**config.mk**
```make
export PLATFORM = sky130hd
export DESIGN_NAME = mul_7_flat
export DESIGN_NICKNAME = d
export VERILOG_FILES = /design/src/rtl/div7_pkg.sv /design/src/rtl/mul_7_if.sv /design/src/rtl/mul_7.sv /design/src/flat_wrapper.sv
export SDC_FILE = /design/constraint.sdc
export NUM_CORES = 1
export LEC_CHECK = 0
export BUFFER_PORTS_ARGS = -buffer_cell sky130_fd_sc_hd__buf_4
export CORE_MARGIN = 2
export CORE_UTILIZATION = 52
export CTS_CLUSTER_SIZE = 40
export DETAILED_ROUTE_END_ITERATION = 10
export GPL_ROUTABILITY_DRIVEN = 0
export PLACE_DENSITY = 0.76
export SYNTH_ARGS = -nofsm -noshare
export SYNTH_HDL_FRONTEND = slang
export SYNTH_SLANG_ARGS = --single-unit
export TNS_END_PERCENT = 20
```
**constraint.sdc**
```tcl
create_clock -name clk -period 2.5 [get_ports clk]
set_input_delay 0.5 -clock clk [delete_from_list [all_inputs] [get_ports clk]]
set_output_delay 0.5 -clock clk [all_outputs]
set_load 0.02 [all_outputs]
```
**src/rtl/div7_pkg.sv**
```systemverilog
`default_nettype none
// ============================================================================
//  Module   : div7_pkg
//  Brief    : Shared constants and FSM encoding for the divide-by-7 engine
//             and its multiply-by-7-and-add inverse.
//  Revision : 1.0  initial release
// ============================================================================
package div7_pkg;

    localparam int DIVISOR = 7;
    localparam int Q_W     = 14;
    localparam int R_W     = 4;
    localparam int D_W     = 16;

    typedef enum logic [1:0] {
        IDLE = 2'd0,
        RUN  = 2'd1,
        ADD  = 2'd2,
        DONE = 2'd3
    } state_t;

endpackage
`default_nettype wire

```
**src/rtl/mul_7_if.sv**
```systemverilog
`default_nettype none
// ============================================================================
//  Module   : mul_7_if
//  Brief    : start/busy/valid single-shot handshake bundle for mul_7.
//  Revision : 1.0  initial release
// ============================================================================
interface mul_7_if;
    import div7_pkg::*;

    logic             start;
    logic [Q_W-1:0]   q;
    logic [R_W-1:0]   reminder;
    logic             valid;
    logic             busy;
    logic [D_W-1:0]   data;
    logic             ovf;
    logic             rem_err;

    modport master (
        output start, q, reminder,
        input  valid, busy, data, ovf, rem_err
    );

    modport slave (
        input  start, q, reminder,
        output valid, busy, data, ovf, rem_err
    );

endinterface
`default_nettype wire

```
**src/rtl/mul_7.sv**
```systemverilog
`default_nettype none
// ============================================================================
//  Module   : mul_7
//  Brief    : Bit-serial data = q*7 + reminder, one quotient bit per cycle,
//             MSB first; inverse of the divide-by-7 engine.
//  Revision : 1.0  initial release
// ============================================================================
module mul_7
    import div7_pkg::*;
#(
    parameter int DIVISOR = div7_pkg::DIVISOR,
    parameter int Q_W     = div7_pkg::Q_W,
    parameter int R_W     = div7_pkg::R_W,
    parameter int D_W     = div7_pkg::D_W
) (
    input  wire logic   clk,
    input  wire logic   rst_n,
    mul_7_if.slave      bus
);

    localparam int              ACC_W = D_W + 1;
    localparam int              CNT_W = $clog2(Q_W);
    localparam logic [CNT_W-1:0] c_MSB = CNT_W'(Q_W - 1);

    state_t             r_state;
    state_t             w_next;

    logic [Q_W-1:0]     r_q;
    logic [R_W-1:0]     r_rem;
    logic [ACC_W-1:0]   r_acc;
    logic [CNT_W-1:0]   r_bit_cnt;
    logic               r_valid;
    logic               r_busy;
    logic [D_W-1:0]     r_data;
    logic               r_ovf;
    logic               r_rem_err;

    logic [ACC_W-1:0]   w_step;
    logic [ACC_W-1:0]   w_sum;

    // acc peaks at 16383*7 + 15, so ACC_W bits never overflow
    assign w_step = {r_acc[ACC_W-2:0], 1'b0}
                  + (r_q[r_bit_cnt] ? ACC_W'(DIVISOR) : {ACC_W{1'b0}});
    assign w_sum  = r_acc + ACC_W'(r_rem);

    always_ff @(posedge clk or negedge rst_n) begin
        if (!rst_n) begin
            r_state <= IDLE;
        end else begin
            r_state <= w_next;
        end
    end

    always_comb begin
        w_next = IDLE;
        case (r_state)
            IDLE:    w_next = bus.start ? RUN : IDLE;
            RUN:     w_next = (r_bit_cnt == '0) ? ADD : RUN;
            ADD:     w_next = DONE;
            DONE:    w_next = IDLE;
            default: w_next = IDLE;
        endcase
    end

    always_ff @(posedge clk or negedge rst_n) begin
        if (!rst_n) begin
            r_q       <= '0;
            r_rem     <= '0;
            r_acc     <= '0;
            r_bit_cnt <= '0;
            r_valid   <= 1'b0;
            r_busy    <= 1'b0;
            r_data    <= '0;
            r_ovf     <= 1'b0;
            r_rem_err <= 1'b0;
        end else begin
            r_valid <= 1'b0;
            case (r_state)
                IDLE: begin
                    if (bus.start) begin
                        r_q       <= bus.q;
                        r_rem     <= bus.reminder;
                        r_acc     <= '0;
                        r_bit_cnt <= c_MSB;
                        r_busy    <= 1'b1;
                        r_data    <= '0;
                        r_ovf     <= 1'b0;
                        r_rem_err <= 1'b0;
                    end
                end
                RUN: begin
                    r_acc <= w_step;
                    if (r_bit_cnt != '0) begin
                        r_bit_cnt <= r_bit_cnt - 1'b1;
                    end
                end
                ADD: begin
                    // full remainder is summed even when it is out of range
                    r_data    <= w_sum[D_W-1:0];
                    r_ovf     <= w_sum[D_W];
                    r_rem_err <= (r_rem >= R_W'(DIVISOR));
                    r_valid   <= 1'b1;
                    r_busy    <= 1'b0;
                end
                default: begin
                end
            endcase
        end
    end

    assign bus.valid   = r_valid;
    assign bus.busy    = r_busy;
    assign bus.data    = r_data;
    assign bus.ovf     = r_ovf;
    assign bus.rem_err = r_rem_err;

endmodule
`default_nettype wire

```
**src/flat_wrapper.sv**
```systemverilog
// flat-port wrapper written by rule: the top's interface ports become plain ports
module mul_7_flat import div7_pkg::*;
#(
    parameter int DIVISOR = div7_pkg::DIVISOR,
    parameter int Q_W     = div7_pkg::Q_W,
    parameter int R_W     = div7_pkg::R_W,
    parameter int D_W     = div7_pkg::D_W
)
  (clk, rst_n, bus_start, bus_q, bus_reminder, bus_valid, bus_busy, bus_data, bus_ovf, bus_rem_err);
  mul_7_if bus_i ();
  input  wire logic clk;
  input  wire logic rst_n;
  input wire logic [$bits(bus_i.start)-1:0] bus_start;
  input wire logic [$bits(bus_i.q)-1:0] bus_q;
  input wire logic [$bits(bus_i.reminder)-1:0] bus_reminder;
  output wire logic [$bits(bus_i.valid)-1:0] bus_valid;
  output wire logic [$bits(bus_i.busy)-1:0] bus_busy;
  output wire logic [$bits(bus_i.data)-1:0] bus_data;
  output wire logic [$bits(bus_i.ovf)-1:0] bus_ovf;
  output wire logic [$bits(bus_i.rem_err)-1:0] bus_rem_err;
  assign bus_i.start = bus_start;
  assign bus_i.q = bus_q;
  assign bus_i.reminder = bus_reminder;
  assign bus_valid = bus_i.valid;
  assign bus_busy = bus_i.busy;
  assign bus_data = bus_i.data;
  assign bus_ovf = bus_i.ovf;
  assign bus_rem_err = bus_i.rem_err;
  mul_7 #(.DIVISOR(DIVISOR), .Q_W(Q_W), .R_W(R_W), .D_W(D_W)) u_core (.clk(clk), .rst_n(rst_n), .bus(bus_i));
endmodule
```
# Word level (Yosys, flattened, before mapping)
# Cells that the tools add are included.
dict set report totals {
  elab_cells 48
  reg_bits 61
  input_bits 21
}
dict set report op_classes {
  magnitude_cmp 2
  muxes 19
  n_eq_ne 5
  n_reduce_logical 9
  addsub 3
}
# cell count
set ops {}
lappend ops {{one-hot mux 17 bit (2 select lines)} 1}
lappend ops {{one-hot mux 16 bit (2 select lines)} 1}
lappend ops {{adder 17 bit} 1}
lappend ops {{adder 17 x 4 -> 17 bit} 1}
lappend ops {{2-to-1 mux 17 bit} 1}
lappend ops {{2-to-1 mux 16 bit} 1}
lappend ops {{2-to-1 mux 4 bit} 2}
lappend ops {{one-hot mux 2 bit (4 select lines)} 1}
lappend ops {{one-hot mux 4 bit (2 select lines)} 1}
lappend ops {{one-hot mux 1 bit (2 select lines)} 3}
lappend ops {{AND reduction 2 bit} 3}
lappend ops {{less-than comparator 4 x 5 -> 1 bit (second input constant)} 1}
lappend ops {{2-to-1 mux 1 bit} 5}
lappend ops {{binary-select mux 1 bit (select 4 bit)} 1}
lappend ops {{== test 2 bit (second input constant)} 2}
lappend ops {{greater-or-equal comparator 4 x 3 -> 1 bit (second input constant)} 1}
lappend ops {{logical NOT 4 bit} 1}
lappend ops {{nonzero test 2 bit} 2}
lappend ops {{nonzero test 4 bit} 1}
lappend ops {{subtractor 4 x 1 -> 4 bit (second input constant)} 1}
lappend ops {{2-to-1 mux 3 bit} 1}
lappend ops {{AND reduction 3 bit} 1}
lappend ops {{== test 2 x 1 -> 1 bit (second input constant)} 1}
lappend ops {{logical NOT 2 bit} 1}
lappend ops {{other kinds (3)} 3}

# Depth between registers and ports, before layout
# Gate-level depths: netlist (run 1).
dict set report logic_depth {
  depth_word 5
  mapped_depth 11
  mapped_depth_nobuf 10
}

# Worst setup path before layout (run 1)
# No wires, ideal clock.
dict set report synth_timing {
  path_kind {register to register}
  start {register u_core.r_bit_cnt[0]}
  end {register u_core.r_acc[13]}
  synth_period_minus_slack_ps 2582
  arrival_time_ps 2499
  path_slack_ps -82
  n_path_buf 1
  stages_incl_launch_ff 12
  cell_sequence {dfrtp_1 buf_6 mux4_2 nor2b_4 a211oi_2 a21oi_2 ha_1 fa_1 nand3_1 nor3_1 xnor2_1 o21ai_0}
}
dict set report synth_via {
  elab_chain_cells 5
}
# item line_no
set synth_rtl {}
lappend synth_rtl {{from (decl)} mul_7.sv:31} ;# logic [CNT_W-1:0] r_bit_cnt;
lappend synth_rtl {{from (signal assigned)} mul_7.sv:84} ;# r_bit_cnt <= c_MSB;
lappend synth_rtl {{from (signal assigned)} mul_7.sv:94} ;# r_bit_cnt <= r_bit_cnt - 1'b1;
lappend synth_rtl {{binary-select mux 1 bit (select 4 bit)} mul_7.sv:43} ;# + (r_q[r_bit_cnt] ? ACC_W'(DIVISOR) : {ACC_W{1'b0}});
lappend synth_rtl {{2-to-1 mux 1 bit (implied by the code)} mul_7.sv:43}
lappend synth_rtl {{2-to-1 mux 3 bit} mul_7.sv:43}
lappend synth_rtl {{adder 17 bit} mul_7.sv:43}
lappend synth_rtl {{one-hot mux 17 bit (2 select lines)} mul_7.sv:78} ;# case (r_state)
lappend synth_rtl {{to (signal assigned)} mul_7.sv:92} ;# r_acc <= w_step;
lappend synth_rtl {{to (decl)} mul_7.sv:30} ;# logic [ACC_W-1:0] r_acc;
# No other way between the ends. The select of a mux whose other input is x is not followed.
# A chain may end at the register's enable or synchronous reset.

# Worst setup path in the final report (run 1)
dict set report layout_timing {
  start {register u_core.r_bit_cnt[0]}
  end {register u_core.r_acc[10]}
}
# The elaborated chain is that of the path after synthesis.

==> summary.txt, run 1 <==
Status
  • Outcome: complete, but fails checks
  • Violated checks: negative setup slack

Final layout
  • FILL cells: 476
  • Multi-input gate area in the final layout: 1520 sq um
  • Area grow syn2layout: 19.8%
  • Layout cells sized above 1: 23.3%
  • Final Non-Filler Cells: 448
  • Number of antenna diodes: 0
  • Layout net count: 398
  • Reg area: 1530 sq um

Yosys
  • Async set-reset flop share out of synthesis: 100%
  • Top cell type's share of synthesized area: 49.4%
  • Syn Inst Count: 323
  • Synth area leader: dfrtp_1
  • Post-synthesis sequential area ratio: 49.4%
  • #FFs+latches synth: 61
  • Synthesized cell area: 3090 sq um
  • Syn Nets: 353
  • Most used DFF post-synth: dfrtp_1
  • Unique cell type count in the Yosys netlist: 46
  • EDFF count, synth: 0
  • Yosys synthesis warning count: 0
  • Syn Area/Cell: 9.56 sq um
  • Synth top area cells: dfrtp_1 49%, nand2_1 12%, o21ai_0 4.9%, xnor2_1 4.3%, xor2_1 3.4%

CTS
  • Maximum root-to-sink buffer count: 2
  • CTS buffer count: 9
  • Skew-Pair Late Insertion Delay: 0.33 ns
  • CTS tree: done
  • Root Driver: clkbuf_8
  • H-tree Lvls: 3
  • Clock transition at path regs: 0.07 ns
  • CTS sink cnt: 61

STA
  • Fin crit period: 2.52 ns
  • FMAX: 0.397 GHz
  • Share of the clock period used by the worst path: 101%
  • Fin. Hold Viols: 0
  • Finish-stage setup viols: 2
  • Slew Limit Fails: 0
  • Worst slew margin: 23.6%
  • RSZ-0062 raised after global routing: true
  • Worst setup margin: -0.0171 ns
  • Fin Setup TNS: -0.0183 ns
  • Worst-Margin Slew: 1.14 ns
  • Final worst clock skew: 0.00405 ns

Floorplan
  • Die Y: 81.1 microns
  • Core area: 5820 sq um
  • Num ports: 41
  • Total die area: 6570 sq um
  • Initial Util: 53.1%
  • FP Rows: 28
  • Die Span X: 81.1 microns

Setup path
  • Top fanout value on the critical path: 4
  • Critical Path Max Stage Delay: 0.51 ns
  • Worst path cell trace: mux4_2, nor2b_4, a211oi_2, a21oi_2, ha_1, a21oi_2, nor3b_4, nand2_1, xor2_1, o21ai_0
  • Startpoint Class: flip-flop
  • Buf/Inv on CP: 0
  • Crit-path most repeated cell: a21oi_2
  • Top delay family on crit path: compound AO/OA/AOI/OAI gates
  • CP required: 2.68 ns
  • Worst EP arrival: 2.69 ns
  • Critical path capture point type: flip-flop
  • Critical path type: flip-flop to flip-flop
  • Slowest CP cell: mux4_2

Pwr
  • Peak supply drop: 0.548 mV
  • Switching Fraction: 39.7%
  • Sequential Power Share: 42.2%
  • Combinational share of power: 40.3%
  • Pint: 2510 uW
  • Switching Power: 1650 uW
  • Clock share of power: 17.5%
  • Pleak: 0.00173 uW
  • Pwr Density: 1130 nW/um^2

Drt
  • Routed vias/inst: 5.32
  • DR WL/cell: 13.9 microns
  • Routed WL: 6210 microns
  • Routed Antenna Nets: 0
  • DR vias: 2383
  • Initial drt markers: 195
  • DRC Markers: 0
  • Pre-antenna DRT Iters: 4

GRT
  • Number of global-route vias before repair: 2280
  • Total GRT Usage: 21.4%
  • Largest net degree at the start of global routing: 62
  • Initial antenna violation count: 0
  • First-pass GRT wire length: 10600 microns
  • Grt ovf: 0

Flow run
  • Max-cap violation count: 0

Placed design
  • Final HPWL DP: 4210 microns
  • Placed Instances: 429
  • IO buf count: 40

Min path
  • Worst hold-check path type: input port to async pin
## power by group through the flow
stage                     Sequential [uW]  Clock, uW  Combinational [uW]
after floorplan                      1640          0                1210
after global placement               1740          0                1520
after detailed placement             1760          0                1560
after CTS                            1750        750                1670
after global routing                 1810        810                1880
final                                1760        730                1680
## path summary, 6_finish.rpt
kind | startpoint | end | slack, ns | cells past startpoint
min reg2reg | u_core.r_q[13] | u_core.r_q[13] | 0.47 | 2
min | rst_n | u_core.r_acc[15] | 0.24 | 1
max | u_core.r_bit_cnt[0] | u_core.r_acc[10] | -0.02 | 10
max in group asynchronous | rst_n | u_core.r_bit_cnt[0] | 1.72 | 1
min in group clk | bus_q[11] | u_core.r_q[11] | 0.35 | 3
max reg2reg | u_core.r_bit_cnt[0] | u_core.r_acc[10] | -0.02 | 10
## metal layers
metal | part of all wire [%] | GRT usage, % | vias up
li1 | - | - | 1184
met1 | 47 | 28.9 | 1132
met2 | 47 | 32.8 | 61
met3 | 5.3 | 6.22 | 6
met4 | 0.76 | 7.97 | 0
met5 | 0 | 0 | -
## cells in the mapped netlist (2+ instances only)
cell      number
nor3_1         4
buf_2          2
dfrtp_1       61
a21o_1         2
xor2_1        12
a31oi_1        4
fa_1           2
ha_1           7
nand4_1        4
nor2b_1        2
nand2_1       97
nor3b_1        2
mux2i_1        2
a21oi_1        5
buf_4          2
a22o_1         5
nand3_1        9
buf_6          2
o21ai_0       30
nor2_1        10
o21ai_1        3
mux4_1         2
inv_1          4
and3_1         4
clkbuf_1      11
xnor2_1       15
## state kept, by name, summed over array words and instances, names as in the netlist, named ones only
| register | flops |
|---|---|
| u_core.r_acc | 17 |
| u_core.bus.data | 16 |
| u_core.r_q | 14 |
| u_core.r_bit_cnt | 4 |
| u_core.r_rem | 4 |
| u_core.bus.busy | 1 |
| u_core.bus.ovf | 1 |
| u_core.bus.rem_err | 1 |
| u_core.bus.valid | 1 |
| u_core.r_state | 1 |
## layout by cell type, fill, tap and decap left out, types with 3 or more instances in the layout
cell	Yosys	layout
a22o_1	5	5
nand4_1	4	4
o21ai_1	3	6
o21ai_0	30	27
a21oi_2	1	3
nor3_1	4	3
clkbuf_8	0	9
xor2_1	12	12
a31oi_1	4	4
a21oi_1	5	3
buf_4	2	51
inv_1	4	4
xnor2_1	15	15
dfrtp_1	61	60
nor2_1	10	10
ha_1	7	6
and3_1	4	3
clkinv_2	0	4
nand3_1	9	8
nand2_1	97	97
## cell type report
cell class	instances	area share [%]
Tap cell	75	2.54
Sequential cell	61	41.3
Timing Repair Buffer	51	10.3
Clock inverter	5	0.744
Clock buffer	11	3.55
Multi-Input combinational cell	241	41.1
Inverter	4	0.406
## per-stage QoR
stage          power, uW  instance area [sq um]  worst slack, ns  util [%]  hold slack [ns]
6_report            4160                   3700          -0.0171      63.6            0.241
5_1_grt             4490                   3700           -0.167      63.6            0.293
4_1_cts             4170                   3680          -0.0244      63.4            0.259
3_5_place_dp        3320                   3470           -0.295      59.7            0.459
3_3_place_gp        3260                   3470           -0.192      59.7            0.453
2_1_floorplan       2860                   3100          -0.0700         -            0.204
## logic make-up (layout without fill, tap and decap cells)
kind of cell    after synthesis  in the layout  synth area share [%]
xor+xnor                     27             27                  7.66
fa+ha+maj                     9              9                  4.13
simple gates                145            145                  21.7
compound gates               55             55                  10.7
buf+inv                      21             71                  3.36
flops                        61             61                  49.4
mux                           5              5                  3.08
## what timing repair did
| item | CTS | global route |
|---|---|---|
| gates resized for setup | 11 | 4 |
| setup buffers | 3 | 0 |
| pin swaps | 6 | 3 |
| hold buffers | 0 | 0 |
| setup endpoints to repair | 14 | 13 |
Power figures use the tool's default switching activity.
==> inputs of run 2 (changes only) <==
--- a/config.mk
+++ b/config.mk
@@ -12,6 +12,7 @@
 export DETAILED_ROUTE_END_ITERATION = 10
 export GPL_ROUTABILITY_DRIVEN = 0
 export PLACE_DENSITY = 0.76
+export SETUP_SLACK_MARGIN = 0.5
 export SYNTH_ARGS = -nofsm -noshare
 export SYNTH_HDL_FRONTEND = slang
 export SYNTH_SLANG_ARGS = --single-unit
==> run 2 against run 1 <==
The run still ends with negative setup slack left; critical endpoint is now u_core.r_acc[16]; largest cell class is now multi-input combinational cells; hold slack got worse by 0.038 ns; critical path depth stayed put; via count up 1.7%; clock skew rose by 0.0069 ns; die area unchanged.
==> summary.txt, run 2 (same netlist as run 1, synthesis figures left out) <==
Pwr
  • Pint: 2600 uW
  • Pwr Density: 1150 nW/um^2
  • Peak supply drop: 0.663 mV
  • Sequential Power Share: 41.6%
  • Pleak: 0.00175 uW
  • Switching Power: 1700 uW
  • Clock share of power: 17.3%
  • Switching Fraction: 39.6%
  • Combinational share of power: 41.1%

STA
  • Worst setup margin: -0.0467 ns
  • Fin Setup TNS: -0.0506 ns
  • Fin crit period: 2.55 ns
  • Worst slew margin: 22.4%
  • RSZ-0062 raised after global routing: true
  • FMAX: 0.393 GHz
  • Final worst clock skew: 0.0110 ns
  • Hold slack final: 0.203 ns
  • Finish-stage setup viols: 2
  • Slew Limit Fails: 0
  • Share of the clock period used by the worst path: 102%
  • Fin. Hold Viols: 0
  • Worst-Margin Slew: 1.16 ns

Floorplan
  • Total die area: 6570 sq um
  • Num ports: 41
  • Die Span X: 81.1 microns
  • Die Y: 81.1 microns
  • Initial Util: 53.1%
  • FP Rows: 28
  • Core area: 5820 sq um

Setup path
  • Slowest CP cell: mux4_2
  • Top delay family on crit path: simple AND/OR/NAND/NOR gates
  • Critical path type: flip-flop to flip-flop
  • Critical path capture point type: flip-flop
  • Worst EP arrival: 2.75 ns
  • Critical Path Max Stage Delay: 0.50 ns
  • Top fanout value on the critical path: 5
  • CP required: 2.71 ns
  • Startpoint Class: flip-flop
  • Buf/Inv on CP: 0
  • Worst path cell trace: mux4_2, nor2b_4, a211oi_2, a21oi_2, ha_1, a21oi_4, nor4b_4, nand2_1, xor2_1, o21ai_1

Final layout
  • Leading cell types in the layout, fill and taps excluded: 96 x nand2_1, 57 x dfrtp_1, 53 x buf_4
  • Core Util, Final: 64.5%
  • Commonest non-fill, non-tap cell in the layout: nand2_1
  • Register with the most flip-flops: u_core.r_acc
  • Layout net count: 400
  • Area grow syn2layout: 21.4%
  • Layout cells sized above 1: 25.9%
  • Final Non-Filler Cells: 449
  • Number of antenna diodes: 0
  • Max reg flops: 17

Drt
  • Routed Antenna Nets: 0
  • DR WL/cell: 14.1 microns
  • DR vias: 2423
  • DRC Markers: 0
  • Pre-antenna DRT Iters: 4
  • Routed vias/inst: 5.40
  • Initial drt markers: 176
  • Routed WL: 6350 microns

GRT
  • Grt ovf: 0
  • First-pass GRT wire length: 10400 microns
  • Total GRT Usage: 20.8%
  • Largest net degree at the start of global routing: 62
  • Number of global-route vias before repair: 2221
  • Initial antenna violation count: 0

Status
  • Violated checks: negative setup slack
  • Outcome: complete, but fails checks

Placed design
  • Final HPWL DP: 4200 microns
  • Placed Instances: 429
  • IO buf count: 40

CTS
  • Maximum root-to-sink buffer count: 2
  • H-tree Lvls: 3
  • Skew-Pair Late Insertion Delay: 0.34 ns
  • CTS sink cnt: 61
  • Hold_buf cts: 0
  • Root Driver: clkbuf_8
  • CTS buffer count: 9
  • CTS tree: done
  • Clock transition at path regs: 0.07 ns

Flow run
  • Max-cap violation count: 0

Min path
  • Worst hold-check path type: input port to async pin
==> run 2: path summary, 6_finish.rpt <==
kind                                           from  cells past startpoint                   to  slack [ns]
worst min register to register        u_core.r_q[8]                      2        u_core.r_q[8]        0.47
max in group asynchronous                     rst_n                      1      u_core.r_acc[2]        1.73
min in group clk                           bus_q[5]                      3        u_core.r_q[5]        0.35
worst max-delay path            u_core.r_bit_cnt[0]                     10     u_core.r_acc[16]       -0.05
worst max register to register  u_core.r_bit_cnt[0]                     10     u_core.r_acc[16]       -0.05
worst min-delay path                          rst_n                      1  u_core.bus.data[11]        0.20
==> run 2: final cells by class <==
cell class              instances  area [sq um]
inverters                       4          15.0
clock inverters                 5          27.5
repair buffers                 53           398
multi-input cells             241          1550
fillers                       478          2060
flip-flops and latches         61          1530
clock buffers                  10           138
well taps                      75          93.8
==> run 2: metrics by stage <==
step,power (uW),worst slack [ns],instance area [sq um]
floorplan,2910,0.0827,3120
global placement,3320,-0.0103,3490
detailed placement,3390,-0.0956,3490
CTS,4240,0.00623,3720
global route,4590,-0.146,3750
finish,4300,-0.0467,3750
==> run 2: power groups by stage <==
stage                     clock network (uW)  registers [uW]  logic [uW]
after global routing                     799            1830        1970
after detailed placement                   0            1770        1610
after CTS                                764            1760        1720
after floorplan                            0            1650        1250
after global placement                     0            1760        1560
final                                    744            1790        1770
==> run 2: worst register-to-register path: cells and delay by family (launching register included) <==
family | cells | cell delay (ns)
and+or+nand+nor | 3 | 0.59
muxes | 1 | 0.50
DFF | 1 | 0.42
AOI/OAI and AO/OA | 4 | 0.41
adders and majority gates | 1 | 0.33
xor gates and xnor gates | 1 | 0.17
==> run 2: timing repair <==
action	in CTS	in global routing
gates resized for setup	8	12
endpoints found under the hold margin	0	0
endpoints found under the setup margin	20	28
pin swaps	5	10
buffers inserted	4	1
==> run 2: metal layers <==
layer,track usage [%],wire length [microns],up-vias
li1,-,-,1185
met2,32.9,2990,82
met1,27.9,2880,1143
met3,4.44,354,13
met5,0,0,-
met4,9.15,124,0
==> inputs of run 3 (changes only) <==
--- a/config.mk
+++ b/config.mk
@@ -11,6 +11,7 @@
 export CTS_CLUSTER_SIZE = 40
 export DETAILED_ROUTE_END_ITERATION = 10
 export GPL_ROUTABILITY_DRIVEN = 0
+export MAX_ROUTING_LAYER = met4
 export PLACE_DENSITY = 0.76
 export SETUP_SLACK_MARGIN = 0.5
 export SYNTH_ARGS = -nofsm -noshare
==> run 3 against run 2 <==
The run still ends with negative setup slack left; power down 0.23%; clock-buffer cell count did not move; setup slack better by 0.0037 ns; combinational power barely moved; register-to-register slack barely moved; flip-flop and latch count did not move; first-iteration DRC count rose by 6.3%; core utilization unchanged; wire length is 0.57% lower; hold slack gained 0.012 ns; critical endpoint unchanged; largest power group unchanged; highest routed layer unchanged.
==> summary.txt, run 3 (same netlist as run 1, synthesis figures left out) <==
Final layout
  • Max reg flops: 17
  • Layout cells sized above 1: 25.9%
  • Final Non-Filler Cells: 449
  • Multi-input gate area in the final layout: 1550 sq um
  • FILL cells: 478
  • Reg area: 1530 sq um
  • Commonest non-fill, non-tap cell in the layout: nand2_1
  • Layout net count: 400
  • Area grow syn2layout: 21.4%
  • Core Util, Final: 64.5%
  • Leading cell types in the layout, fill and taps excluded: 96 x nand2_1, 57 x dfrtp_1, 53 x buf_4
  • Register with the most flip-flops: u_core.r_acc
  • Number of antenna diodes: 0

Setup path
  • Startpoint Class: flip-flop
  • Reg2reg start: u_core.r_bit_cnt[0]
  • Worst EP arrival: 2.75 ns
  • R2R depth: 10
  • FF-to-FF End: u_core.r_acc[16]
  • Critical path capture point type: flip-flop
  • CP required: 2.70 ns
  • Critical path type: flip-flop to flip-flop
  • Top fanout value on the critical path: 5
  • Reg2reg setup slack: -0.04 ns

STA
  • Slew Limit Fails: 0
  • Worst setup margin: -0.0430 ns
  • FMAX: 0.393 GHz
  • Fin crit period: 2.54 ns
  • Final worst clock skew: 0.0110 ns
  • Worst slew margin: 22.9%
  • Worst-Margin Slew: 1.15 ns
  • Share of the clock period used by the worst path: 102%
  • Finish-stage setup viols: 1
  • Fin. Hold Viols: 0
  • RSZ-0062 raised after global routing: true

Pwr
  • Pwr Density: 1140 nW/um^2
  • Pleak: 0.00175 uW
  • Pwr Total: 4290 uW
  • Peak supply drop: 0.663 mV

Status
  • Violated checks: negative setup slack
  • Outcome: complete, but fails checks

Drt
  • Routed vias/inst: 5.32
  • DR vias: 2387
  • DR WL/cell: 14.1 microns
  • Routed WL: 6310 microns
  • Pre-antenna DRT Iters: 4
  • Routed Antenna Nets: 0
  • Initial drt markers: 187
  • DRC Markers: 0

GRT
  • Largest net degree at the start of global routing: 62
  • Grt ovf: 0
  • Total GRT Usage: 21.5%
  • Number of global-route vias before repair: 2218
  • Initial antenna violation count: 0
  • First-pass GRT wire length: 10400 microns

Floorplan
  • FP Rows: 28
  • Num ports: 41
  • Total die area: 6570 sq um
  • Core area: 5820 sq um
  • Die Y: 81.1 microns
  • Initial Util: 53.1%
  • Die Span X: 81.1 microns

Flow run
  • Max-cap violation count: 0

Placed design
  • IO buf count: 40
  • Final HPWL DP: 4200 microns
  • Placed Instances: 429

CTS
  • Maximum root-to-sink buffer count: 2
  • H-tree Lvls: 3
  • CTS buffer count: 9
  • Hold_buf cts: 0
  • Root Driver: clkbuf_8
  • CTS sink cnt: 61
  • Skew-Pair Late Insertion Delay: 0.34 ns
  • CTS tree: done
  • Clock transition at path regs: 0.07 ns

Min path
  • Worst hold-check path type: input port to async pin
==> run 3: cell counts in the layout (fill, tap and decap cells not counted) <==
Identical to the previous run, type by type.
==> run 3: power breakdown <==
part           switching (uW)  internal (uW)  leakage (uW)
Combinational             883            882      0.000874
Sequential                439           1340      0.000786
Clock                     369            373     0.0000877
Total                    1690           2600       0.00175
==> run 3: worst max path at each step <==
stage / startpoint / to / cells past startpoint
floorplan: u_core.r_bit_cnt[0] / u_core.r_acc[14] / 11
global placement: u_core.r_bit_cnt[0] / u_core.r_acc[16] / 10
detailed placement: u_core.r_bit_cnt[0] / u_core.r_acc[16] / 9
CTS: u_core.r_bit_cnt[0] / u_core.r_acc[16] / 10
global route: u_core.r_bit_cnt[0] / u_core.r_acc[16] / 10
finish: u_core.r_bit_cnt[0] / u_core.r_acc[16] / 10
==> run 3: area by class of cell <==
type / instances / area share [%]
clock buffer: 10 / 3.67
clock inverter: 5 / 0.734
inverter: 4 / 0.400
multi-input combinational: 241 / 41.3
sequential: 61 / 40.8
tap: 75 / 2.50
timing repair buffer: 53 / 10.6
==> run 3: repair_timing <==
item                                    CTS  global route
endpoints found under the setup margin   20            28
buffers inserted                          4             1
pin swaps                                 5            10
gates resized for setup                   8            12
==> run 3: routing by layer <==
metal	up-vias	part of all wire, %	global-route usage [%]
li1	1186	-	-
met1	1120	44	28.0
met2	70	48	32.8
met3	11	5.6	4.44
met4	0	1.5	9.15
met5	-	0	-
==> run 3: critical path, cell delays in order, from the launching register on <==
cell      delay, ns
dfrtp_2        0.42
mux4_2         0.50
nor2b_4        0.14
a211oi_2       0.16
a21oi_2        0.09
ha_1           0.33
a21oi_4        0.09
nor4b_4        0.32
nand2_1        0.13
xor2_1         0.17
o21ai_1        0.07
==> run 3: stage by stage <==
step	setup slack [ns]	setup TNS (ns)	instance area, sq um	hold WS (ns)
6_report	-0.0430	-0.0430	3750	0.215
4_1_cts	0.00623	0	3720	0.252
5_1_grt	-0.146	-0.796	3750	0.289
3_5_place_dp	-0.0956	-0.316	3490	0.457
2_1_floorplan	0.0827	0	3120	0.204
3_3_place_gp	-0.0103	-0.0151	3490	0.455
